### config.mk
export PLATFORM = sky130hd
export DESIGN_NAME = sha_unpadder_flat
export DESIGN_NICKNAME = d
export VERILOG_FILES = /design/src/rtl/sha_pkg.sv /design/src/rtl/sha_unpadder_if.sv /design/src/rtl/sha_pad_checker.sv /design/src/rtl/sha_unpadder.sv /design/src/flat_wrapper.sv
export SDC_FILE = /design/constraint.sdc
export NUM_CORES = 1
export LEC_CHECK = 0
export BUFFER_PORTS_ARGS = -buffer_cell sky130_fd_sc_hd__buf_2
export CAP_MARGIN = 10
export CORE_MARGIN = 3
export CORE_UTILIZATION = 50
export CTS_BUF_LIST = sky130_fd_sc_hd__clkbuf_4 sky130_fd_sc_hd__clkbuf_8 sky130_fd_sc_hd__clkbuf_16
export DETAILED_ROUTE_END_ITERATION = 7
export PLACE_DENSITY_LB_ADDON = 0.25
export SLEW_MARGIN = 10
export SYNTH_ARGS = -nofsm -noshare
export SYNTH_HDL_FRONTEND = slang
export SYNTH_SLANG_ARGS = --single-unit
### constraint.sdc
create_clock -name clk -period 4.1 [get_ports clk]
set_input_delay 0.82 -clock clk [delete_from_list [all_inputs] [get_ports clk]]
set_output_delay 0.82 -clock clk [all_outputs]
set_load 0.01 [all_outputs]
### src/rtl/sha_pkg.sv
// sha_pkg: shared types and constants for the SHA-256 padded-block unpadder.
//   - unpad_state_t : FSM states of sha_unpadder
//   - block geometry constants (block size, length field, message limit)
//   - block_byte()  : extracts byte k (0 = most significant) of a padded block
package sha_pkg;

    localparam int unsigned PADDED_SIZE     = 512;
    localparam int unsigned WORDS_PER_BLOCK = 16;
    localparam int unsigned LEN_FIELD_BITS  = 64;
    localparam int unsigned BLOCK_BYTES     = PADDED_SIZE / 8;
    // Marker byte plus 8-byte length field leave this many message bytes.
    localparam int unsigned MAX_MSG_BYTES   = BLOCK_BYTES - LEN_FIELD_BITS / 8 - 1;
    localparam logic [7:0]  PAD_MARKER      = 8'h80;
    localparam int unsigned BCNT_W          = 6;

    typedef enum logic [1:0] {
        ST_COLLECT,
        ST_CHECK,
        ST_EMIT,
        ST_FIN
    } unpad_state_t;

    function automatic logic [7:0] block_byte(input logic [PADDED_SIZE-1:0] blk,
                                              input int unsigned             k);
        logic [PADDED_SIZE-1:0] sh;
        sh = blk >> (8 * (BLOCK_BYTES - 1 - k));
        return sh[7:0];
    endfunction

endpackage

### src/rtl/sha_unpadder_if.sv
// sha_unpadder_if: stream bundle between a padded-word producer / byte consumer
// and sha_unpadder.
//   in_word/in_valid/in_ready/in_last : padded 32-bit word stream into the unpadder
//   out_byte/out_valid/out_ready/out_last : recovered message byte stream
//   msg_len_bits : length field of the last checked block
//   done/err     : end-of-block pulse and padding/framing verdict
//   slave  modport: the unpadder side
//   master modport: the environment side (word source and byte sink)
interface sha_unpadder_if;

    logic [31:0]                        in_word;
    logic                               in_valid;
    logic                               in_ready;
    logic                               in_last;
    logic [7:0]                         out_byte;
    logic                               out_valid;
    logic                               out_ready;
    logic                               out_last;
    logic [sha_pkg::LEN_FIELD_BITS-1:0] msg_len_bits;
    logic                               done;
    logic                               err;

    modport slave (
        input  in_word, in_valid, in_last, out_ready,
        output in_ready, out_byte, out_valid, out_last, msg_len_bits, done, err
    );

    modport master (
        output in_word, in_valid, in_last, out_ready,
        input  in_ready, out_byte, out_valid, out_last, msg_len_bits, done, err
    );

endinterface

### src/rtl/sha_pad_checker.sv
// sha_pad_checker: combinational padding validator for one 512-bit block.
//   block_i  : the block, byte 0 in the most significant bits
//   pad_ok_o : length byte-aligned and in range, marker at byte n, zero fill after it
//   n_o      : message length in bytes (meaningful only when pad_ok_o is 1)
//   len_o    : the raw 64-bit big-endian length field
module sha_pad_checker
    import sha_pkg::*;
(
    input  logic [PADDED_SIZE-1:0]    block_i,
    output logic                      pad_ok_o,
    output logic [BCNT_W-1:0]         n_o,
    output logic [LEN_FIELD_BITS-1:0] len_o
);

    logic [LEN_FIELD_BITS-1:0] len;
    logic [BCNT_W-1:0]         n;
    logic                      len_ok;
    logic                      bytes_ok;

    assign len   = block_i[LEN_FIELD_BITS-1:0];
    // Truncation is harmless: any length that does not fit fails len_ok.
    assign n     = len[BCNT_W+2:3];
    assign len_o = len;
    assign n_o   = n;

    always_comb begin
        len_ok   = (len[2:0] == 3'b000) && (len <= 64'(8 * MAX_MSG_BYTES));
        bytes_ok = 1'b1;
        for (int unsigned k = 0; k <= MAX_MSG_BYTES; k++) begin
            if (k == 32'(n)) begin
                if (block_byte(block_i, k) != PAD_MARKER) begin
                    bytes_ok = 1'b0;
                end
            end else if (k > 32'(n)) begin
                if (block_byte(block_i, k) != 8'h00) begin
                    bytes_ok = 1'b0;
                end
            end
        end
        pad_ok_o = len_ok && bytes_ok;
    end

endmodule

### src/rtl/sha_unpadder.sv
// sha_unpadder: collects one padded SHA-256 block (16 x 32-bit words), validates
// its padding and replays the original message as a byte stream, MSB first.
//   clk : clock, rising edge
//   rst : asynchronous active-low reset
//   bus : sha_unpadder_if.slave -- word input stream, byte output stream,
//         msg_len_bits, done pulse and err verdict
module sha_unpadder
    import sha_pkg::*;
(
    input  logic           clk,
    input  logic           rst,
    sha_unpadder_if.slave  bus
);

    unpad_state_t              state_q, state_d;
    logic [3:0]                wcnt_q, wcnt_d;
    logic [BCNT_W-1:0]         bcnt_q, bcnt_d;
    logic [BCNT_W-1:0]         n_q, n_d;
    logic                      err_q, err_d;
    logic [LEN_FIELD_BITS-1:0] len_q, len_d;
    // Holds in_ready low through reset and lifts it on the first edge after release.
    logic                      armed_q;

    logic [31:0]               buf_q [WORDS_PER_BLOCK];
    logic [PADDED_SIZE-1:0]    block;

    logic                      pad_ok;
    logic [BCNT_W-1:0]         chk_n;
    logic [LEN_FIELD_BITS-1:0] chk_len;

    logic                      in_ready;
    logic                      in_fire;
    logic                      out_valid;
    logic                      out_fire;

    assign in_ready  = armed_q && (state_q == ST_COLLECT);
    assign in_fire   = bus.in_valid && in_ready;
    assign out_valid = (state_q == ST_EMIT);
    assign out_fire  = out_valid && bus.out_ready;

    // Word buffer: deliberately not reset, only written on accepted words.
    always_ff @(posedge clk) begin
        if (in_fire) begin
            buf_q[wcnt_q] <= bus.in_word;
        end
    end

    always_comb begin
        block = '0;
        for (int unsigned i = 0; i < WORDS_PER_BLOCK; i++) begin
            block[PADDED_SIZE-1-32*i -: 32] = buf_q[i];
        end
    end

    sha_pad_checker u_checker (
        .block_i  (block),
        .pad_ok_o (pad_ok),
        .n_o      (chk_n),
        .len_o    (chk_len)
    );

    always_ff @(posedge clk or negedge rst) begin
        if (!rst) begin
            state_q <= ST_COLLECT;
            wcnt_q  <= '0;
            bcnt_q  <= '0;
            n_q     <= '0;
            err_q   <= 1'b0;
            len_q   <= '0;
            armed_q <= 1'b0;
        end else begin
            state_q <= state_d;
            wcnt_q  <= wcnt_d;
            bcnt_q  <= bcnt_d;
            n_q     <= n_d;
            err_q   <= err_d;
            len_q   <= len_d;
            armed_q <= 1'b1;
        end
    end

    // The verdict register only changes on entry to FIN, so err stays valid
    // from one done pulse to the next.
    always_comb begin
        state_d = state_q;
        wcnt_d  = wcnt_q;
        bcnt_d  = bcnt_q;
        n_d     = n_q;
        err_d   = err_q;
        len_d   = len_q;
        unique case (state_q)
            ST_COLLECT: begin
                if (in_fire) begin
                    wcnt_d = wcnt_q + 4'd1;
                    if (wcnt_q == 4'd15) begin
                        if (bus.in_last) begin
                            state_d = ST_CHECK;
                        end else begin
                            err_d   = 1'b1;
                            state_d = ST_FIN;
                        end
                    end else if (bus.in_last) begin
                        err_d   = 1'b1;
                        state_d = ST_FIN;
                    end
                end
            end
            ST_CHECK: begin
                len_d  = chk_len;
                n_d    = chk_n;
                bcnt_d = '0;
                if (!pad_ok) begin
                    err_d   = 1'b1;
                    state_d = ST_FIN;
                end else if (chk_n == '0) begin
                    err_d   = 1'b0;
                    state_d = ST_FIN;
                end else begin
                    state_d = ST_EMIT;
                end
            end
            ST_EMIT: begin
                if (out_fire) begin
                    bcnt_d = bcnt_q + 1'b1;
                    if (bcnt_q == n_q - 1'b1) begin
                        err_d   = 1'b0;
                        state_d = ST_FIN;
                    end
                end
            end
            ST_FIN: begin
                wcnt_d  = '0;
                state_d = ST_COLLECT;
            end
            default: begin
                state_d = ST_COLLECT;
            end
        endcase
    end

    assign bus.in_ready     = in_ready;
    assign bus.out_valid    = out_valid;
    assign bus.out_byte     = out_valid ? block_byte(block, 32'(bcnt_q)) : 8'h00;
    assign bus.out_last     = out_valid && (bcnt_q == n_q - 1'b1);
    assign bus.done         = (state_q == ST_FIN);
    assign bus.err          = err_q;
    // The length becomes visible combinationally during CHECK, then from the register.
    assign bus.msg_len_bits = (state_q == ST_CHECK) ? chk_len : len_q;

endmodule

### src/flat_wrapper.sv
// flat-port wrapper written by rule: the top's interface ports become plain ports
module sha_unpadder_flat import sha_pkg::*;
  (clk, rst, bus_in_word, bus_in_valid, bus_in_last, bus_out_ready, bus_in_ready, bus_out_byte, bus_out_valid, bus_out_last, bus_msg_len_bits, bus_done, bus_err);
  sha_unpadder_if bus_i ();
  input  logic clk;
  input  logic rst;
  input wire logic [$bits(bus_i.in_word)-1:0] bus_in_word;
  input wire logic [$bits(bus_i.in_valid)-1:0] bus_in_valid;
  input wire logic [$bits(bus_i.in_last)-1:0] bus_in_last;
  input wire logic [$bits(bus_i.out_ready)-1:0] bus_out_ready;
  output wire logic [$bits(bus_i.in_ready)-1:0] bus_in_ready;
  output wire logic [$bits(bus_i.out_byte)-1:0] bus_out_byte;
  output wire logic [$bits(bus_i.out_valid)-1:0] bus_out_valid;
  output wire logic [$bits(bus_i.out_last)-1:0] bus_out_last;
  output wire logic [$bits(bus_i.msg_len_bits)-1:0] bus_msg_len_bits;
  output wire logic [$bits(bus_i.done)-1:0] bus_done;
  output wire logic [$bits(bus_i.err)-1:0] bus_err;
  assign bus_i.in_word = bus_in_word;
  assign bus_i.in_valid = bus_in_valid;
  assign bus_i.in_last = bus_in_last;
  assign bus_i.out_ready = bus_out_ready;
  assign bus_in_ready = bus_i.in_ready;
  assign bus_out_byte = bus_i.out_byte;
  assign bus_out_valid = bus_i.out_valid;
  assign bus_out_last = bus_i.out_last;
  assign bus_msg_len_bits = bus_i.msg_len_bits;
  assign bus_done = bus_i.done;
  assign bus_err = bus_i.err;
  sha_unpadder u_core (.clk(clk), .rst(rst), .bus(bus_i));
endmodule
Word level (Yosys, flattened, before mapping)
Memory sizes are Yosys's and may differ from the RTL's. Index checks and enable logic that the tools add are counted.

Output and inout port bits: 77. Register bits: 84. Memory bits (writable): 512. Memories: 1. Logic and storage cells: 510. Bits of input ports: 37.

Muxes and demuxes: 248. Shifts and indexed selects: 1. Order comparisons: 56. Equal/unequal tests: 122. Reduce and logical (&&, ||, !) cells: 71. $add $sub $neg: 4.

Memories: u_core.buf_q (words 16, width 32, read ports 16, clocked after Yosys merged registers in 0, write ports 1, line sha_unpadder.sv:24) `logic [31:0] buf_q [WORDS_PER_BLOCK];`.

Operators with widths (count): 512-bit by 32-bit >> shifter with 8-bit output (1); 8-bit != test (second input constant) (56); 8-bit nonzero test (55); 1-bit 2-to-1 mux (233); 6-bit equality test (first input constant) (24); 6-bit > comparator (first input constant) (24); 5-bit by 6-bit equality test with 1-bit output (first input constant) (16); 5-bit by 6-bit > comparator with 1-bit output (first input constant) (16); 64-bit by 9-bit less-or-equal comparator with 1-bit output (second input constant) (1); 64-bit 2-to-1 mux (1); 4-bit by 6-bit equality test with 1-bit output (first input constant) (8); 4-bit by 6-bit > comparator with 1-bit output (first input constant) (8); 3-bit by 6-bit equality test with 1-bit output (first input constant) (4); 3-bit by 6-bit > comparator with 1-bit output (first input constant) (4); 2-bit 2-to-1 mux (7); 2-bit by 6-bit equality test with 1-bit output (first input constant) (2); 2-bit by 6-bit > comparator with 1-bit output (first input constant) (2); 6-bit case mux with 2 select lines (1); 3-bit != test (second input constant) (3); 8-bit 2-to-1 mux (1); 2-bit case mux with 4 select lines (1); 4-bit case mux with 2 select lines (1); 7-bit AND reduction (1); 6-bit by 6-bit subtractor with 7-bit output (first input constant) (1); 22 further kinds (31).

Logic depth before layout (Yosys ltp)
An unclocked memory read counts as a cell.

Word-level depth: 172. Mapped depth: 12. Mapped depth without buffers: 10.

Hierarchy
A second synthesis with hierarchy kept.

Cells, all modules: 1696. Area total of the unflattened synthesis: 26455.4 um^2.

By module, submodules not included: sha_unpadder (times used 1, cells each 1159, sequential area each 17476.8 um^2, area each 23152.2 um^2); sha_pad_checker (times used 1, cells each 537, sequential area each 0.0 um^2, area each 3303.2 um^2).

Worst setup path before layout
Ideal clock, no wire load.

Path type: register to output. Start point: reg u_core.bcnt_q[1]. End point: out bus_out_byte[7]. Data required time: 3.280 ns. Buffers on the path: 3. Stages on the path, launching flop included: 8. Data arrival time: 2.676 ns. Setup slack: 0.604 ns. Path through: dfrtp_1 -> buf_2 -> buf_1 -> buf_1 -> mux4_2 -> mux4_2 -> mux4_2 -> and2_1.

Longest elaborated chain between the ends: 3.

RTL lines: start: declaration (line sha_unpadder.sv:17) `logic [BCNT_W-1:0] bcnt_q, bcnt_d;`; start signal: assignment (line sha_unpadder.sv:74) `bcnt_q <= bcnt_d;`; 6-bit by 6-bit subtractor with 7-bit output (line sha_pkg.sv:26) `sh = blk >> (8 * (BLOCK_BYTES - 1 - k));`; 512-bit by 32-bit >> shifter with 8-bit output (line sha_pkg.sv:26); 8-bit 2-to-1 mux (line sha_unpadder.sv:143) `assign bus.out_byte = out_valid ? block_byte(block, 32'(bcnt_q)) : 8'h00;`; end: declaration (line flat_wrapper.sv:12) `output wire logic [$bits(bus_i.out_byte)-1:0] bus_out_byte;`.

Every way passes these cells.

Final worst setup path
Start point: reg u_core.bcnt_q[0]. End point: out bus_out_byte[1].

Same word-level chain as after synthesis.

==> impl.org <==
** Clock tree
- For this design, the sink count on the clock tree is between 500 and 600.
- The H-tree was split into 2 levels.
- Clk pin slew, worst setup/hold paths :: 0.07 ns
- TritonCTS clock tree :: yes
- At the later pin of the worst-skew pair, clock insertion delay measures 0.65 ns.
- The number of hold buffers added after CTS was 0.
- CTS placed an instance of clkbuf_16 at the clock tree root.
- Clock tree buffer depth :: 3
- The number of clock buffers added by TritonCTS is 57.

** Critical path
- Measured in cells, the most critical reg-to-reg path has a length of 8.
- Data arrives at the worst endpoint at between 3 and 4 ns.
- Slack of the worst reg-to-reg path :: ~0.23 ns
- Of all nets on the critical path, the largest fanout is 8.
- STA classifies the critical path endpoint as an output pin.
- Crit path kind :: flop to output pin
- Required time reported for the critical path endpoint :: 3.28 ns
- The worst setup path is launched from a flop.
- Reg2reg end :: u_core.state_q[0]$_DFFE_PN0P_
- The worst register-to-register path begins at u_core.buf_q[15][3]$_DFFE_PP_.

** STA
- On the final layout, the worst clock skew is 0.0166 ns.
- Worst slew pin tran :: 1.11 ns
- Subtracting the final worst setup slack from the clock period gives 4.29 ns.
- For this run, the top clock speed supported by timing is about 0.23 GHz.
- The worst pin sits at a relative slew slack of 0.259.
- Fin. Hold Viols :: 0
- Setup repair after global routing could not meet its margin everywhere.
- Setup slack on the critical path of the routed design comes to -0.187 ns.
- Setup violations remaining at the end of the flow were counted as 8.
- The total count of max-transition violations in the final report came to 0.
- Post-route fraction of the period consumed by the critical path :: 1.05

** Placed design
- The number of placed instances, taps included, is ~2300.
- Global placement routability congestion :: approximately 1.1
- IO buf count :: between 100 and 150
- Cell Area, Placed :: ~28000 um^2
- Once detailed placement completed, the half-perimeter wirelength came to 58.4 mm.

** Global routing
- Met3 GRT Util :: 0.0562
- The number of global-route vias before repair was 16459.
- Residual overflow from global routing :: 0
- Met2 usage :: 0.484
- The layer flagged by global routing as most heavily used is met2.
- Entering global routing, the biggest net connects 85 pins.
- Antenna violations before repair :: 9
- The first global-routing pass estimated ~120 mm of wire.
- GR Layer Usage met1 :: 0.473
- For this run, the total global-route usage over all layers was measured as 0.319.

** Yosys
- After synthesis the netlist holds a flip-flop and latch count of just under 600.
- Portion of the post-synthesis area used by sequential elements :: 0.674
- After technology mapping, the gate count stands at roughly 1500.
- Compound-Gate Fraction of Synth Area :: 0.0459
- After synthesis, the share of flip-flops with an asynchronous set or reset is 0.141.
- Of the total synthesized cell area, the portion taken by XOR and XNOR cells is 0.00473.
- Multiplexer share of the synthesized area :: 0.173
- In the synthesized netlist the dominant register cell turns out to be edfxtp_1.
- The synthesized design contains 512 enable-type register cells.
- Post-synthesis share of cell area spent on full adders, half adders and majority gates :: 0.00482
- Post-Syn Nets :: around 1500
- Number of unique standard cell types used by synthesis :: 70
- The synthesized netlist occupies a cell area of approximately 26000 um^2.
- Average cell area after synthesis :: between 15 and 20 um^2
- Simple-gate area share of the yosys netlist :: 0.0816
- Number of warnings reported in the yosys synthesis log :: 0
- After synthesis, the largest family of logic cells by area is multiplexers.

** Status
- Violations in the final reports :: setup timing
- Result of the run :: complete, but fails checks

** Layout
- Once layout is done, the placed cells without fillers occupy 30000 um^2.
- In the final layout, the share of cells above drive strength 1 is 0.315.
- The finished layout holds about 2400 standard cells, fillers aside.
- Number of fillers in the final layout :: approximately 3800
- Antenna cell count :: 0
- Area Overhead vs Synth :: 15.8%
- The net count of the finished layout is ~1700.

** Power
- VDD IR max :: between 0.3 and 0.4 mV
- The share of total power dissipated in the clock network is 0.304.
- For this design the static power due to leakage is a little under 10 nW.
- Internal power comes to about 13 mW.
- Part of the total power dissipated in combinational logic :: 0.286
- Net switching power :: between 5 and 6 mW
- Of the total power, the share spent switching nets is 0.290.
- Dividing total power by cell area gives a power density of around 600 nW/um^2.
- The share of total power dissipated in sequential elements is 0.411.

** Floorplan
- The region available for standard cell placement spans a little over 50000 um^2.
- Placement row count :: 82
- For this configuration, the core starts out at a cell density of 0.512.
- In this run the count of I/O pins placed on the die edge is about 110.
- The die covers ~55000 um^2.
- From bottom edge to top edge, the die measures roughly 230 um.
- Width of the die :: roughly 230 um

** Route
- After the first detailed-routing iteration, the DRC count stood at roughly 3000.
- Routed wirelength normalized by instance count :: 35.9 um
- Final antenna-violating net count :: 0
- The first detailed-routing pass took 6 iterations.
- Summed over all layers, the routed wires come to 86.4 mm.
- # DRC :: 0
- Post-detailed-route via-to-cell ratio :: a little over 7
- The final route contains 16994 vias.

** Job
- Max_cap viols :: 0

** Hold path
- Class of the most critical hold timing path :: input port to asynchronous set/reset pin
[how the worst max path moves through the flow]
stage                                 startpoint               to  slack, ns  depth (start not counted)
global route        u_core.bcnt_q[0]$_DFFE_PN0P_  bus_out_byte[0]      -0.21                          7
detailed placement  u_core.bcnt_q[1]$_DFFE_PN0P_  bus_out_byte[2]       0.39                          6
finish              u_core.bcnt_q[0]$_DFFE_PN0P_  bus_out_byte[1]      -0.19                          7
global placement    u_core.bcnt_q[1]$_DFFE_PN0P_  bus_out_byte[2]       0.43                          6
floorplan           u_core.bcnt_q[1]$_DFFE_PN0P_  bus_out_byte[7]       0.60                          7
CTS                 u_core.bcnt_q[0]$_DFFE_PN0P_  bus_out_byte[0]      -0.19                          7
[cells by family after synthesis]
| group | count (synthesis) |
|---|---|
| flip-flops | 596 |
| AND/OR/NAND/NOR | 370 |
| multiplexers | 230 |
| AO/OA/AOI/OAI | 171 |
| buffers and inverters | 106 |
| XOR/XNOR | 14 |
| adder cells (fa/ha/maj) | 10 |
| other | 1 |
[through the flow]
stage	TNS, ns	hold slack [ns]	setup WS [ns]	total power, mW	utilization
6_report	-1.37	0.383	-0.187	18.0	0.593
3_3_place_gp	0	0.481	0.428	12.2	0.548
5_1_grt	-1.55	0.466	-0.207	18.6	0.593
2_1_floorplan	0	0.511	0.604	10.4	-
4_1_cts	-1.44	0.390	-0.192	17.9	0.590
3_5_place_dp	0	0.484	0.389	12.3	0.548
[metal layers]
layer  vias up  routed length [um]
met3       209               10000
met2      1406               38800
met5         -                  56
met4         8                3380
met1      8724               34100
li1       6647                   -
[repair_timing]
action	4_1_cts	5_1_grt
cloned	3	1
resized for setup	9	12
setup endpoints to repair	8	8
buffers inserted	9	5
[placed cells by master, fill, tap and decap left out, drive strengths merged, types with 9 or more instances in the layout]
master | netlist | routed
mux2 | 60 | 60
nor4b | 9 | 9
nand4 | 20 | 20
nand3b | 11 | 11
ha | 10 | 10
o211ai | 9 | 9
inv | 28 | 34
xnor2 | 9 | 9
edfxtp | 512 | 512
nor4 | 81 | 81
nand2 | 45 | 45
and2 | 28 | 28
a31oi | 15 | 15
or4 | 14 | 14
nand3 | 35 | 35
clkinv | 1 | 25
buf | 38 | 202
o21ai | 37 | 37
a311oi | 9 | 9
a21oi | 25 | 25
dfrtp | 84 | 84
nor2 | 32 | 32
mux4 | 168 | 168
clkbuf | 39 | 67
nor3 | 56 | 56
[worst max-delay path, cell delays in order, from the launching register on]
cell and delay, ns:
dfrtp_4 0.48, buf_12 0.19, clkbuf_16 0.18, mux4_2 0.54, mux4_2 0.55, mux4_2 0.55, and2_1 0.19, buf_2 0.13
[cell usage after synthesis, drive strengths merged (4+ instances only)]
cell,n,area [um^2]
a2111oi,6,58.8
a211oi,8,60.1
a21o,4,30.0
a21oi,25,125
a221oi,4,35.0
a22o,7,61.3
a2bb2oi,5,43.8
a311oi,9,78.8
a31oi,15,93.8
a32oi,7,61.3
and2,28,175
and3,6,37.5
buf,38,175
clkbuf,39,146
dfrtp,84,2100
edfxtp,512,15400
ha,10,125
inv,28,105
mux2,60,676
mux4,168,3790
nand2,45,169
nand2b,7,43.8
nand3,35,175
nand3b,11,82.6
nand4,20,125
nand4bb,5,56.3
nor2,32,120
nor2b,5,31.3
nor3,56,280
nor4,81,507
nor4b,9,78.8
o211ai,9,67.6
o21ai,37,185
o22ai,5,31.3
o31ai,4,30.0
or3,5,31.3
or4,14,109
or4b,4,40.0
xnor2,9,78.8
xor2,5,43.8
[cell type report]
class	count	area, um^2	share of cell area
Clock buffer	66	1490	0.0497
Timing Repair Buffer	204	1590	0.0529
Sequential cell	596	17500	0.582
Multi-Input combinational cell	796	8070	0.268
Tap cell	672	841	0.0280
Clock inverter	40	457	0.0152
Inverter	29	109	0.00362
[flip-flops by register name (all words and copies together) (netlist names)]
name	cells
u_core.armed_q	1
u_core.state_q	2
u_core.bcnt_q	6
u_core.wcnt_q	4
u_core.len_q	64
u_core.n_q	6
u_core.buf_q	512
u_core.bus.err	1
[power groups by stage]
| stage | Sequential [mW] | Clock, mW | Combinational (mW) |
|---|---|---|---|
| finish | 7.40 | 5.47 | 5.15 |
| global route | 7.44 | 5.79 | 5.41 |
| CTS | 7.39 | 5.54 | 4.99 |
| detailed placement | 7.53 | 0 | 4.75 |
| global placement | 7.51 | 0 | 4.70 |
| floorplan | 7.31 | 0 | 3.11 |
No activity file was read; power rests on OpenSTA's default activity.
